### config.mk
export PLATFORM = sky130hd
export DESIGN_NAME = vga_timing
export DESIGN_NICKNAME = d
export VERILOG_FILES = /design/src/rtl/vga_timing.sv
export SDC_FILE = /design/constraint.sdc
export NUM_CORES = 1
export LEC_CHECK = 0
export CORE_MARGIN = 2
export CORE_UTILIZATION = 46
export CTS_CLUSTER_DIAMETER = 120
export DETAILED_ROUTE_END_ITERATION = 12
export PLACE_DENSITY = 0.71
export SYNTH_ARGS = -nofsm -noshare
export SYNTH_HDL_FRONTEND = slang
export SYNTH_SLANG_ARGS = --single-unit
### constraint.sdc
create_clock -name clk_40m -period 6.5 [get_ports clk_40m]
set_input_delay 1.3 -clock clk_40m [delete_from_list [all_inputs] [get_ports clk_40m]]
set_output_delay 1.3 -clock clk_40m [all_outputs]
set_load 0.01 [all_outputs]
### src/rtl/vga_timing.sv
// Raster timing generator: free-running hc/vc counters plus registered blanking, sync,
// line/frame strobes and a frame counter, all aligned to the counter values they describe.
module vga_timing #(
    parameter int H_VIS  = 800,
    parameter int H_FP   = 40,
    parameter int H_SYNC = 128,
    parameter int H_BP   = 88,
    parameter int V_VIS  = 600,
    parameter int V_FP   = 1,
    parameter int V_SYNC = 4,
    parameter int V_BP   = 23,
    parameter bit HS_POL = 1'b1,
    parameter bit VS_POL = 1'b1
) (
    input  logic        clk_40m,
    input  logic        reset,
    output logic [10:0] hc,
    output logic [10:0] vc,
    output logic        vidon,
    output logic        hsync,
    output logic        vsync,
    output logic        line_start,
    output logic        frame_start,
    output logic [7:0]  frame_cnt
);

    localparam int H_TOTAL = H_VIS + H_FP + H_SYNC + H_BP;
    localparam int V_TOTAL = V_VIS + V_FP + V_SYNC + V_BP;

    localparam logic [10:0] H_LAST = 11'(H_TOTAL - 1);
    localparam logic [10:0] V_LAST = 11'(V_TOTAL - 1);

    // 12-bit bounds so an end-of-range equal to 2048 does not truncate to zero
    localparam logic [11:0] H_VIS_B   = 12'(H_VIS);
    localparam logic [11:0] HS_BEGIN  = 12'(H_VIS + H_FP);
    localparam logic [11:0] HS_END    = 12'(H_VIS + H_FP + H_SYNC);
    localparam logic [11:0] V_VIS_B   = 12'(V_VIS);
    localparam logic [11:0] VS_BEGIN  = 12'(V_VIS + V_FP);
    localparam logic [11:0] VS_END    = 12'(V_VIS + V_FP + V_SYNC);

    if (H_TOTAL > 2048 || V_TOTAL > 2048) begin : g_size_check
        $error("vga_timing: H_TOTAL and V_TOTAL must not exceed 2048");
    end

    logic [10:0] hc_q, hc_d;
    logic [10:0] vc_q, vc_d;
    logic        vidon_q, vidon_d;
    logic        hsync_q, hsync_d;
    logic        vsync_q, vsync_d;
    logic        line_start_q, line_start_d;
    logic        frame_start_q, frame_start_d;
    logic [7:0]  frame_cnt_q, frame_cnt_d;
    logic        first_frame_q, first_frame_d;

    logic [11:0] hc_x;
    logic [11:0] vc_x;

    always_comb begin
        hc_d = hc_q + 11'd1;
        vc_d = vc_q;
        if (hc_q == H_LAST) begin
            hc_d = 11'd0;
            vc_d = (vc_q == V_LAST) ? 11'd0 : vc_q + 11'd1;
        end
    end

    // Flags decode the next count so they land in the same cycle as the counter value.
    always_comb begin
        hc_x          = {1'b0, hc_d};
        vc_x          = {1'b0, vc_d};
        vidon_d       = (hc_x < H_VIS_B) && (vc_x < V_VIS_B);
        hsync_d       = ((hc_x >= HS_BEGIN) && (hc_x < HS_END)) ? HS_POL : ~HS_POL;
        vsync_d       = ((vc_x >= VS_BEGIN) && (vc_x < VS_END)) ? VS_POL : ~VS_POL;
        line_start_d  = (hc_d == 11'd0);
        frame_start_d = (hc_d == 11'd0) && (vc_d == 11'd0);
        frame_cnt_d   = frame_cnt_q;
        first_frame_d = first_frame_q;
        if (frame_start_d) begin
            first_frame_d = 1'b0;
            if (!first_frame_q) begin
                frame_cnt_d = frame_cnt_q + 8'd1;
            end
        end
    end

    // Reset parks the raster on the last blanked pixel so release starts a clean frame.
    always_ff @(posedge clk_40m) begin
        if (reset) begin
            hc_q          <= H_LAST;
            vc_q          <= V_LAST;
            vidon_q       <= 1'b0;
            hsync_q       <= ~HS_POL;
            vsync_q       <= ~VS_POL;
            line_start_q  <= 1'b0;
            frame_start_q <= 1'b0;
            frame_cnt_q   <= 8'd0;
            first_frame_q <= 1'b1;
        end else begin
            hc_q          <= hc_d;
            vc_q          <= vc_d;
            vidon_q       <= vidon_d;
            hsync_q       <= hsync_d;
            vsync_q       <= vsync_d;
            line_start_q  <= line_start_d;
            frame_start_q <= frame_start_d;
            frame_cnt_q   <= frame_cnt_d;
            first_frame_q <= first_frame_d;
        end
    end

    assign hc          = hc_q;
    assign vc          = vc_q;
    assign vidon       = vidon_q;
    assign hsync       = hsync_q;
    assign vsync       = vsync_q;
    assign line_start  = line_start_q;
    assign frame_start = frame_start_q;
    assign frame_cnt   = frame_cnt_q;

endmodule

After elaboration in Yosys (flattened, before gate mapping). Cells that the tools add are included.

Bits in registers: 36. Output and inout bits: 35. Logic and storage cells: 33.

Add/sub/neg operators: 3. $lt $le $gt $ge: 6. Equality and inequality tests: 2. Mux-type cells: 5. Bitwise operators: 1. Reduce and logical (&&, ||, !) cells: 7.

Operators with widths (number): $lt 11x10->1 const B (4); $mux 11 (3); $add 11x1->11 const B (2); $ge 11x10->1 const B (2); $logic_not 11->1 (2); $eq 11x10->1 const B (1); $eq 11x11->1 const B (1); $add 8x1->8 const B (1); $logic_and 1x1->1 (4); $mux 1 (2); $reduce_and 2->1 (1); $not 1->1 (1).

Logic depth before layout (Yosys ltp). Gate-level depths: netlist of run 1.

Word-level depth: 6. Mapped depth: 10. Gate-level depth less buffers: 8.

Least setup slack after synthesis of run 1. Ideal clock, no wire load.

Path type: flip-flop to flip-flop. From: reg vc_q[0], in the netlist vc[0]. To: reg first_frame_q. Arrival time: 2912 ps. Required time: 6386 ps. Path slack: 3474 ps. Cell stages (with the launch flop): 10. Clock period less this slack: 3026 ps. Cells stage by stage: dfxtp_1 > ha_1 > buf_2 > nor4b_2 > nand3_1 > a221oi_2 > nand3_2 > or4_4 > or4_1 > a21o_1.

Word-level cells in the longest chain between the ends: 5.

RTL lines: from (decl) (line 46) `logic [10:0] vc_q, vc_d;`; from (signal assigned) (line 100) `vc_q <= vc_d;`; $add 11x1->11 or $eq 11x10->1 (tied branches) (line 63) `vc_d = (vc_q == V_LAST) ? 11'd0 : vc_q + 11'd1;`; $mux 11 (line 63); $mux 11 (*) (line 61) `if (hc_q == H_LAST) begin`; $logic_not 11->1 (*) (line 75) `frame_start_d = (hc_d == 11'd0) && (vc_d == 11'd0);`; $logic_and 1x1->1 (*) (line 75); to (signal assigned) (line 107) `first_frame_q <= first_frame_d;`; to (decl) (line 53) `logic first_frame_q, first_frame_d;`.

Mark *: on every way between the ends. The rest lies on a longest branch, timed or not. A chain may end at the register's enable or synchronous reset.

Worst setup path after layout of run 1. Same ends and word-level chain as after synthesis.

==> summary.txt, run 1 <==
GRT
  • Via count of the first global-routing pass: 1,827
  • Remaining global-route overflow: 0
  • Global Route Usage Sum: 20.6%
  • Initial antenna violation count: 0
  • First-pass GRT wire length: 8580 um
  • Largest net degree at the start of global routing: 36

Hold path
  • End point of the most critical hold path: first_frame_q
  • HP Start: first_frame_q
  • Class of the most critical hold timing path: flop to flop
  • Count of cells along the worst hold path: 1

Timing
  • Clock skew: 8.09 ps
  • Final number of max-transition violations: 0
  • Ratio of final minimum period to clock period: around 52%
  • Pin slew with the least headroom to its limit: about 450 ps
  • Setup repair after global routing missed its margin: false
  • Final setup violation count: 0
  • Max Clk Rate: 293 MHz
  • Max-slew headroom: 70.3%
  • Post-layout min period: 3410 ps
  • Fin Setup TNS: 0 ps
  • Fin. Hold Viols: 0
  • Final WS setup: 3090 ps

Cells and area
  • Area growth syn-to-layout: 20.0%
  • Footprint of the multi-input gates: 1290 um^2
  • Final core utilization: 57.9%
  • Share of final-layout standard cells stronger than drive strength 1: 7.53%
  • Final #Nets: 283
  • Non-filler cells in the finished layout: 331
  • Diode insertion count for antenna repair: 0
  • Sequential cell area: 721 um^2
  • Filler Cell Count: 435

Clock network
  • H-tree levels: 2
  • Resize count post-CTS: 0
  • Post-CTS setup buffer count: 0
  • Clock-pin slew reported for the worst setup and hold paths after clock tree synthesis: 70 ps
  • CTS Sinks: 36
  • Hold-fix buffers, CTS: 0
  • CTS Root Cell: clkbuf_8
  • Clock tree from TritonCTS: built
  • Largest buffer count on any clock path: 2
  • Clock latency at the later pin of the worst-skew pair: roughly 280 ps
  • Number of CTS-inserted buffers: 5

Detailed routing
  • Vias: 1,933
  • Wire length per cell: between 10 and 15 um
  • Vias per cell: 5.84
  • Antenna viol nets, final: 0
  • Violation count after the first detailed-routing iteration: 112
  • Routed wire length: 4960 um
  • Total DRC errors in the routed layout: 0
  • Initial DRT Pass Iterations: 4

Synth
  • Share of synthesized area occupied by flip-flops and latches: approximately a third
  • Count of cell types in the netlist: 57
  • Synth Instances: 252
  • Most used DFF post-synth: dfxtp_1
  • Number of flops mapped to enable cells by yosys: 0
  • Synth Cell Area: 2130 um^2
  • Share of async-settable or async-resettable flops after synthesis: 0%
  • Yosys warning total: 0
  • Net count of the mapped netlist: roughly 260
  • Synthesized area divided by synthesized cell count: 8.45 um^2
  • Synthesized flop and latch total: 36

Pwr
  • Power consumption: 1.08 mW
  • Power per cell area: 423 nW/um^2
  • Worst supply voltage drop on vdd: 250 uV
  • Leakage dissipation: 0.915 nW

Die
  • Area of the die: 5190 um^2
  • Die width: between 70 and 80 um
  • Core area: around 4400 um^2
  • Initial standard-cell utilization of the core: 48.2%
  • I/O pin cnt: 37
  • Die H: a little over 70 um
  • Number of placement rows: 24

Run status
  • Status: finished clean

Critical path
  • Crit-path slowest cell: or4_4
  • Crit path required time: 6670 ps
  • Family with the most delay on the worst path: simple AND/OR/NAND/NOR gates
  • End of the worst register-to-register path: first_frame_q
  • Number of buffers and inverters on the critical path: 0
  • Peak per-stage delay on the critical path: 610 ps
  • Crit path kind: flop to flop
  • Slack of the worst reg-to-reg path: 3090 ps
  • Beginning of the worst register-to-register path: vc[0]
  • Depth of the worst register-to-register path: 8
  • Critical Path AT: 3580 ps
  • Critical path startpoint category: flop
  • Critical Path Sink Type: flop
  • CP max FO: 13
  • Cells along the critical path: ha_1 > nor4b_2 > nand3_1 > a221oi_2 > nand3_2 > or4_4 > or4_1 > a21o_1

Flow run
  • Count of maximum capacitance violations: 0

Placement
  • PortBufs: 36
  • Post-Place Cells: ~320
  • Setup Slack @ Placement: between 3000 and 4000 ps
  • Final weighted congestion in routability-driven placement: roughly 0.86
  • DP HPWL: between 3000 and 4000 um
-- flip-flops by register name (all words and copies together), names as in the netlist --
signal,cells
frame_cnt,8
hsync,1
hc,11
vsync,1
line_start,1
vc,11
frame_start,1
vidon,1
first_frame_q,1
-- cells in the final DEF (no fill, tap or decap), types with 9 or more instances in the layout --
master | netlist | layout
dfxtp_1 | 36 | 36
nand3_1 | 13 | 13
nand2_1 | 10 | 10
a21oi_1 | 14 | 14
or4_1 | 9 | 9
nor2_1 | 22 | 22
clkdlybuf4s50_1 | 0 | 36
and3_1 | 9 | 9
xnor2_1 | 10 | 10
o21ai_0 | 11 | 11
-- logic make-up after synthesis --
family          after synthesis  synth area share [%]
mux                           4                  2.06
compound gates               59                  18.9
simple gates                114                  32.3
fa+ha+maj                     3                  1.76
xor+xnor                     14                  5.76
flops                        36                  33.9
buf+inv                      22                  5.29
-- how the worst max path moves through the flow --
stage | endpoint | startpoint | slack [ps] | depth (start not counted)
2_1_floorplan | first_frame_q | vc[0] | 3470 | 9
3_3_place_gp | first_frame_q | vc[0] | 3250 | 8
3_5_place_dp | first_frame_q | vc[0] | 3170 | 8
4_1_cts | first_frame_q | vc[0] | 3150 | 8
5_1_grt | first_frame_q | vc[0] | 2890 | 8
6_report | first_frame_q | vc[0] | 3090 | 8
-- report_power, final --
part           total, mW  leakage, nW  switching (mW)  internal, mW
sequential         0.335        0.293          0.0751         0.260
combinational      0.582        0.576           0.314         0.268
clock              0.163       0.0455          0.0768        0.0865
total               1.08        0.915           0.466         0.615
-- per-stage QoR --
| step | instance area (um^2) | hold WS [ps] |
|---|---|---|
| 2_1_floorplan | 2130 | 433 |
| 3_3_place_gp | 2460 | 462 |
| 3_5_place_dp | 2460 | 465 |
| 4_1_cts | 2550 | 481 |
| 5_1_grt | 2550 | 525 |
| 6_report | 2550 | 481 |
-- final cells by class --
type	count	share of cell area (%)
tap	52	2.55
clock buffer	8	3.53
multi-input combinational	194	50.7
sequential	36	28.2
inverter	4	0.588
timing repair buffer	37	14.4
-- metal layers --
layer	routed length [um]	global-route usage, %
met5	0	0
met4	52	7.13
met3	301	2.92
met2	2260	32.6
met1	2350	28.9
-- cell usage after synthesis, drive strengths merged, types with 7 or more instances --
cell	instances	share of area, %
clkbuf	7	1.3
dfxtp	36	34
nand2	10	1.8
a21oi	14	3.3
xnor2	10	4.1
nor2	23	4.2
nand3	15	4.0
o21ai	11	2.6
or4	10	3.7
buf	11	3.3
and3	9	2.6
Power figures use the tool's default switching activity.
==> run 2: changes to the inputs <==
==> constraint.sdc (replaced) <==
create_clock -name clk_40m -period 3.3 [get_ports clk_40m]
set_input_delay 0.66 -clock clk_40m [delete_from_list [all_inputs] [get_ports clk_40m]]
set_output_delay 0.66 -clock clk_40m [all_outputs]
set_load 0.01 [all_outputs]
==> run 2 against run 1 <==
  * Total power grew 110%
  * Die area is the same
  * Worst setup slack got worse by 2900 ps
  * First-iteration DRC count up 38%
  * Combinational power rose by 110%
  * Sequential cell count stayed put
  * Clock power increased by 140%
  * Count of clock-buffer cells in the layout down 3
  * Critical endpoint unchanged
  * Largest cell class unchanged
  * Largest power group unchanged
==> summary.txt, run 2 (synthesis gave the netlist of run 1 again) <==
GRT
  • Via count of the first global-routing pass: 1,788
  • Initial antenna violation count: 0
  • Global Route Usage Sum: between 20% and 30%
  • Met1 track demand over resource: 28.7%
  • First-pass GRT wire length: ~8300 um
  • Remaining global-route overflow: 0
  • Global route hottest layer: met2
  • Largest net degree at the start of global routing: 16
  • GR Layer Usage met2: a little under a third
  • Global-route met3 utilization: 3.75%

Detailed routing
  • Vias per cell: 6.03
  • Routed wire length: 5030 um
  • Initial DRT Pass Iterations: 5
  • Violation count after the first detailed-routing iteration: 154
  • Total DRC errors in the routed layout: 0
  • Vias: 2,037
  • Antenna viol nets, final: 0
  • Wire length per cell: 14.9 um

Placement
  • DP HPWL: between 3000 and 4000 um
  • Final weighted congestion in routability-driven placement: 0.979
  • Setup Slack @ Placement: 232 ps
  • PortBufs: 36

Timing
  • Ratio of final minimum period to clock period: 93.7%
  • Final number of max-transition violations: 0
  • Max Clk Rate: 323 MHz
  • Final WS setup: 208 ps
  • Setup repair after global routing missed its margin: false
  • Pin slew with the least headroom to its limit: 421 ps
  • Clock skew: 4.22 ps
  • Max-slew headroom: between 70% and 80%
  • Fin Setup TNS: 0 ps
  • Post-layout min period: 3090 ps
  • Final setup violation count: 0
  • Fin. Hold Viols: 0

Hold path
  • Class of the most critical hold timing path: flop to flop
  • HP Start: first_frame_q
  • Count of cells along the worst hold path: 1

Die
  • Number of placement rows: 24
  • Die H: roughly 72 um
  • Initial standard-cell utilization of the core: 48.2%
  • Die width: 72.0 um
  • Core area: between 4000 and 5000 um^2
  • I/O pin cnt: 37
  • Area of the die: 5190 um^2

Clock network
  • Post-CTS setup buffer count: 0
  • Clock latency at the later pin of the worst-skew pair: between 200 and 300 ps
  • Hold-fix buffers, CTS: 0
  • Largest buffer count on any clock path: 2
  • CTS Sinks: 36
  • Clock-pin slew reported for the worst setup and hold paths after clock tree synthesis: approximately 70 ps
  • Number of CTS-inserted buffers: 5
  • CTS Root Cell: clkbuf_8
  • Resize count post-CTS: 0
  • Clock tree from TritonCTS: built
  • H-tree levels: 2

Cells and area
  • Area growth syn-to-layout: 23.5%
  • Diode insertion count for antenna repair: 0
  • Most frequent cells in the layout: dfxtp_1, clkdlybuf4s50_1, nor2_1
  • Share of final-layout standard cells stronger than drive strength 1: 10.5%
  • Final #Nets: 290
  • Filler Cell Count: 393
  • Footprint of the multi-input gates: 1290 um^2
  • Sequential cell area: ~720 um^2

Flow run
  • Count of maximum capacitance violations: 0

Critical path
  • Critical path startpoint category: flop
  • Crit path required time: roughly 3500 ps
  • Beginning of the worst register-to-register path: hc[0]
  • Depth of the worst register-to-register path: 8
  • Launch point of the worst path: hc[0]
  • CP max FO: 13
  • Critical Path Sink Type: flop
  • Crit path kind: flop to flop
  • Critical Path AT: 3270 ps

Pwr
  • Worst supply voltage drop on vdd: 532 uV
  • Leakage dissipation: 0.956 nW
  • Power per cell area: 863 nW/um^2
  • Power consumption: 2.27 mW

Run status
  • Status: finished clean
run 2: changes by cell type in the layout (fill, tap and decap cells not counted), sizes merged:
cell      previous run  this run
clkbuf               8         5
buf                  1         8
clkinv               0         1
bufinv               0         1
clkinvlp             0         1
run 2: critical path, stage by stage (launching register included):
cell and delay [ps]:
dfxtp_1 390, ha_1 220, and4_4 310, nand3_2 160, nor3_2 270, a31oi_1 200, or4_4 660, or4_1 580
a21o_1 200
run 2: per-stage QoR:
stage          utilization (%)  hold slack (ps)  instances  cell area (um^2)
6_report                  59.5              490        338              2630
5_1_grt                   59.5              501        338              2630
4_1_cts                   59.5              490        338              2630
3_5_place_dp              57.0              469        330              2520
3_3_place_gp              57.0              452        330              2520
2_1_floorplan                -              433        252              2130
run 2: path summary, 6_finish.rpt:
| path | to | slack [ps] |
|---|---|---|
| setup / recovery | first_frame_q | 210 |
| hold / removal | first_frame_q | 490 |
| setup reg to reg | first_frame_q | 210 |
| hold reg to reg | first_frame_q | 490 |
run 2: report_power, final:
part	switching [mW]	internal [mW]	total, mW
clock network	0.160	0.223	0.384
registers	0.131	0.512	0.643
logic	0.655	0.587	1.24
total	0.947	1.32	2.27
run 2: layout make-up:
class	instances	share of cell area [%]
multi-input cells	194	49.3
flip-flops and latches	36	27.4
repair buffers	44	16.0
clock buffers	5	2.62
well taps	52	2.48
clock inverters	3	1.62
inverters	4	0.571
run 2: routing by layer:
layer | wire length, um | vias up
met4 | 79 | 0
li1 | - | 1000
met3 | 309 | 10
met5 | 0 | -
met1 | 2380 | 952
met2 | 2260 | 75
==> RTL edit: new RTL, flow settings as in run 2 <==
Make the reset (`reset`) asynchronous in one clocked block.
--- a/src/rtl/vga_timing.sv
+++ b/src/rtl/vga_timing.sv
@@ -85,5 +85,5 @@
 
     // Reset parks the raster on the last blanked pixel so release starts a clean frame.
-    always_ff @(posedge clk_40m) begin
+    always_ff @(posedge clk_40m or posedge reset) begin
         if (reset) begin
             hc_q          <= H_LAST;
Behaviour: differs if reset is asserted again (counterexample within 4 cycles, from zero or initial values and one cycle with reset high); with reset held inactive, the same outputs for 10 cycles.
==> RTL edit against run 2 <==
- clock skew hardly changed
- worst setup slack better by 180 ps
- cell area decreased by 1.4%
- sequential cell count is the same
- first-iteration DRC count fell by 63%
- synthesized area shrank 2.9%
- wire length shrank 10%
- die area decreased by 2.8%
- count of clock-buffer cells in the layout up 1
- hold slack lost 21 ps
- critical path type unchanged
Power is not compared: it rests on default switching activity, and its combinational part moved more than twofold at a synthesized area within 25%.
==> RTL edit: results (changes against run 2) <==
[metrics] run status: finished clean
[metrics] share of synthesized area occupied by flip-flops and latches: 0.4440 (+0.1053)
[metrics] reg-to-reg critical path endpoint: frame_cnt[1]$_DFFE_PP0P_
[metrics] top cells by count, synth: sky130_fd_sc_hd__dfrtp_1, sky130_fd_sc_hd__nand2_1, sky130_fd_sc_hd__dfstp_2, sky130_fd_sc_hd__xor2_1
[metrics] vias per std cell: 5.690 (-5.6%)
[metrics] source of the worst hold timing path: frame_cnt[7]$_DFFE_PP0P_
[metrics] Hold Worst Slack: 468.3 ps (-21.41 ps)
[metrics] clock skew: 4.117 ps (-0.1018 ps)
[metrics] global placement routability congestion: 0.9385 (-4.1%)
[metrics] DR pass1 iterations: 4 (-1)
[metrics] cell area reported after detailed placement: 0.002484 mm2 (-1.3%)
[metrics] post-route insts no fill: 306 (-9.5%)
[metrics] maximum number of pins on one net before global-route repair: 37 (+21)
[metrics] initial antenna violation count: 0 (unchanged)
[metrics] count of nets after finishing: 258 (-11%)
[metrics] DPL Wire Length: 3452 um (-8.1%)
[metrics] GR Util All Layers: 0.1944 (-0.008089)
[metrics] clk buf depth: 2 (unchanged)
[metrics] vias in the first global route: 1647 (-7.9%)
[metrics] CP max stage delay: 600 ps (-60 ps)
[metrics] Hold Path End: frame_cnt[7]$_DFFE_PP0P_
[metrics] total instance count after detailed placement: 298 (-9.7%)
[metrics] worst-margin pin slew: 682.3 ps (+261.1 ps)
[metrics] synthesized area per cell: 9.790 um2 (+16%)
[metrics] Distinct cells, synth: 55 (-3.5%)
[metrics] FFs w/ async S/R, synth: 1.000 (+1.000)
[metrics] count of routing violations after the opening detailed-route iteration: 57 (-63%)
[metrics] Worst Path Max Fanout: 12 (-1)
[metrics] post-synth net total: 216 (-16%)
[metrics] highest-delay cell along the critical path: sky130_fd_sc_hd__or4b_4
[metrics] Post-Route WL: 4508 um (-10%)
[metrics] number of diodes: 0 (unchanged)
[metrics] first-pass GRT wire length: 7817 um (-6.2%)
[metrics] setup slack of the most critical reg-to-reg path: 380 ps (+180 ps)
==> RTL edit: worst max-delay path by stage <==
stage	startpoint	endpoint	slack, ps
5_1_grt	hc[5]$_DFF_PP0_	frame_cnt[2]$_DFFE_PP0P_	150
3_5_place_dp	hc[5]$_DFF_PP0_	frame_cnt[1]$_DFFE_PP0P_	400
4_1_cts	hc[5]$_DFF_PP0_	frame_cnt[1]$_DFFE_PP0P_	380
6_report	hc[5]$_DFF_PP0_	frame_cnt[1]$_DFFE_PP0P_	380
3_3_place_gp	hc[5]$_DFF_PP0_	frame_cnt[1]$_DFFE_PP0P_	410
2_1_floorplan	hc[0]$_DFF_PP1_	frame_cnt[1]$_DFFE_PP0P_	370
==> RTL edit: metal layers <==
layer / vias to the layer above / GRT usage / wire [um]
li1: 862 / - / -
met5: - / 0 / 0
met4: 0 / 0.05241 / 66
met2: 47 / 0.3084 / 2106
met1: 824 / 0.2726 / 2117
met3: 8 / 0.03989 / 217
==> RTL edit: area by class of cell <==
class	count	area, um2
clock buffer	6	72.57
inverter	10	37.54
timing repair buffer	42	405.4
multi-input combinational	158	1059
fill	397	1763
clock inverter	2	35.03
sequential	36	917.1
tap	52	65.06
==> RTL edit: kinds of logic after synthesis <==
family	synth area share
simple gates	0.2822
flops	0.4440
compound gates	0.1157
xor+xnor	0.08904
buf+inv	0.04361
fa+ha+maj	0.01817
mux	0.007266
==> RTL edit: where the power goes <==
| part | switching (mW) | internal, mW |
|---|---|---|
| logic | 0.00832 | 0.00190 |
| clock network | 0.150 | 0.224 |
| registers | 0 | 0.442 |
==> RTL edit: through the flow <==
step                setup WS (ps)    util
detailed placement          398.7  0.5704
global placement            406.5  0.5704
finish                      384.0  0.5951
global route                152.0  0.5951
CTS                         375.5  0.5951
floorplan                   374.8       -
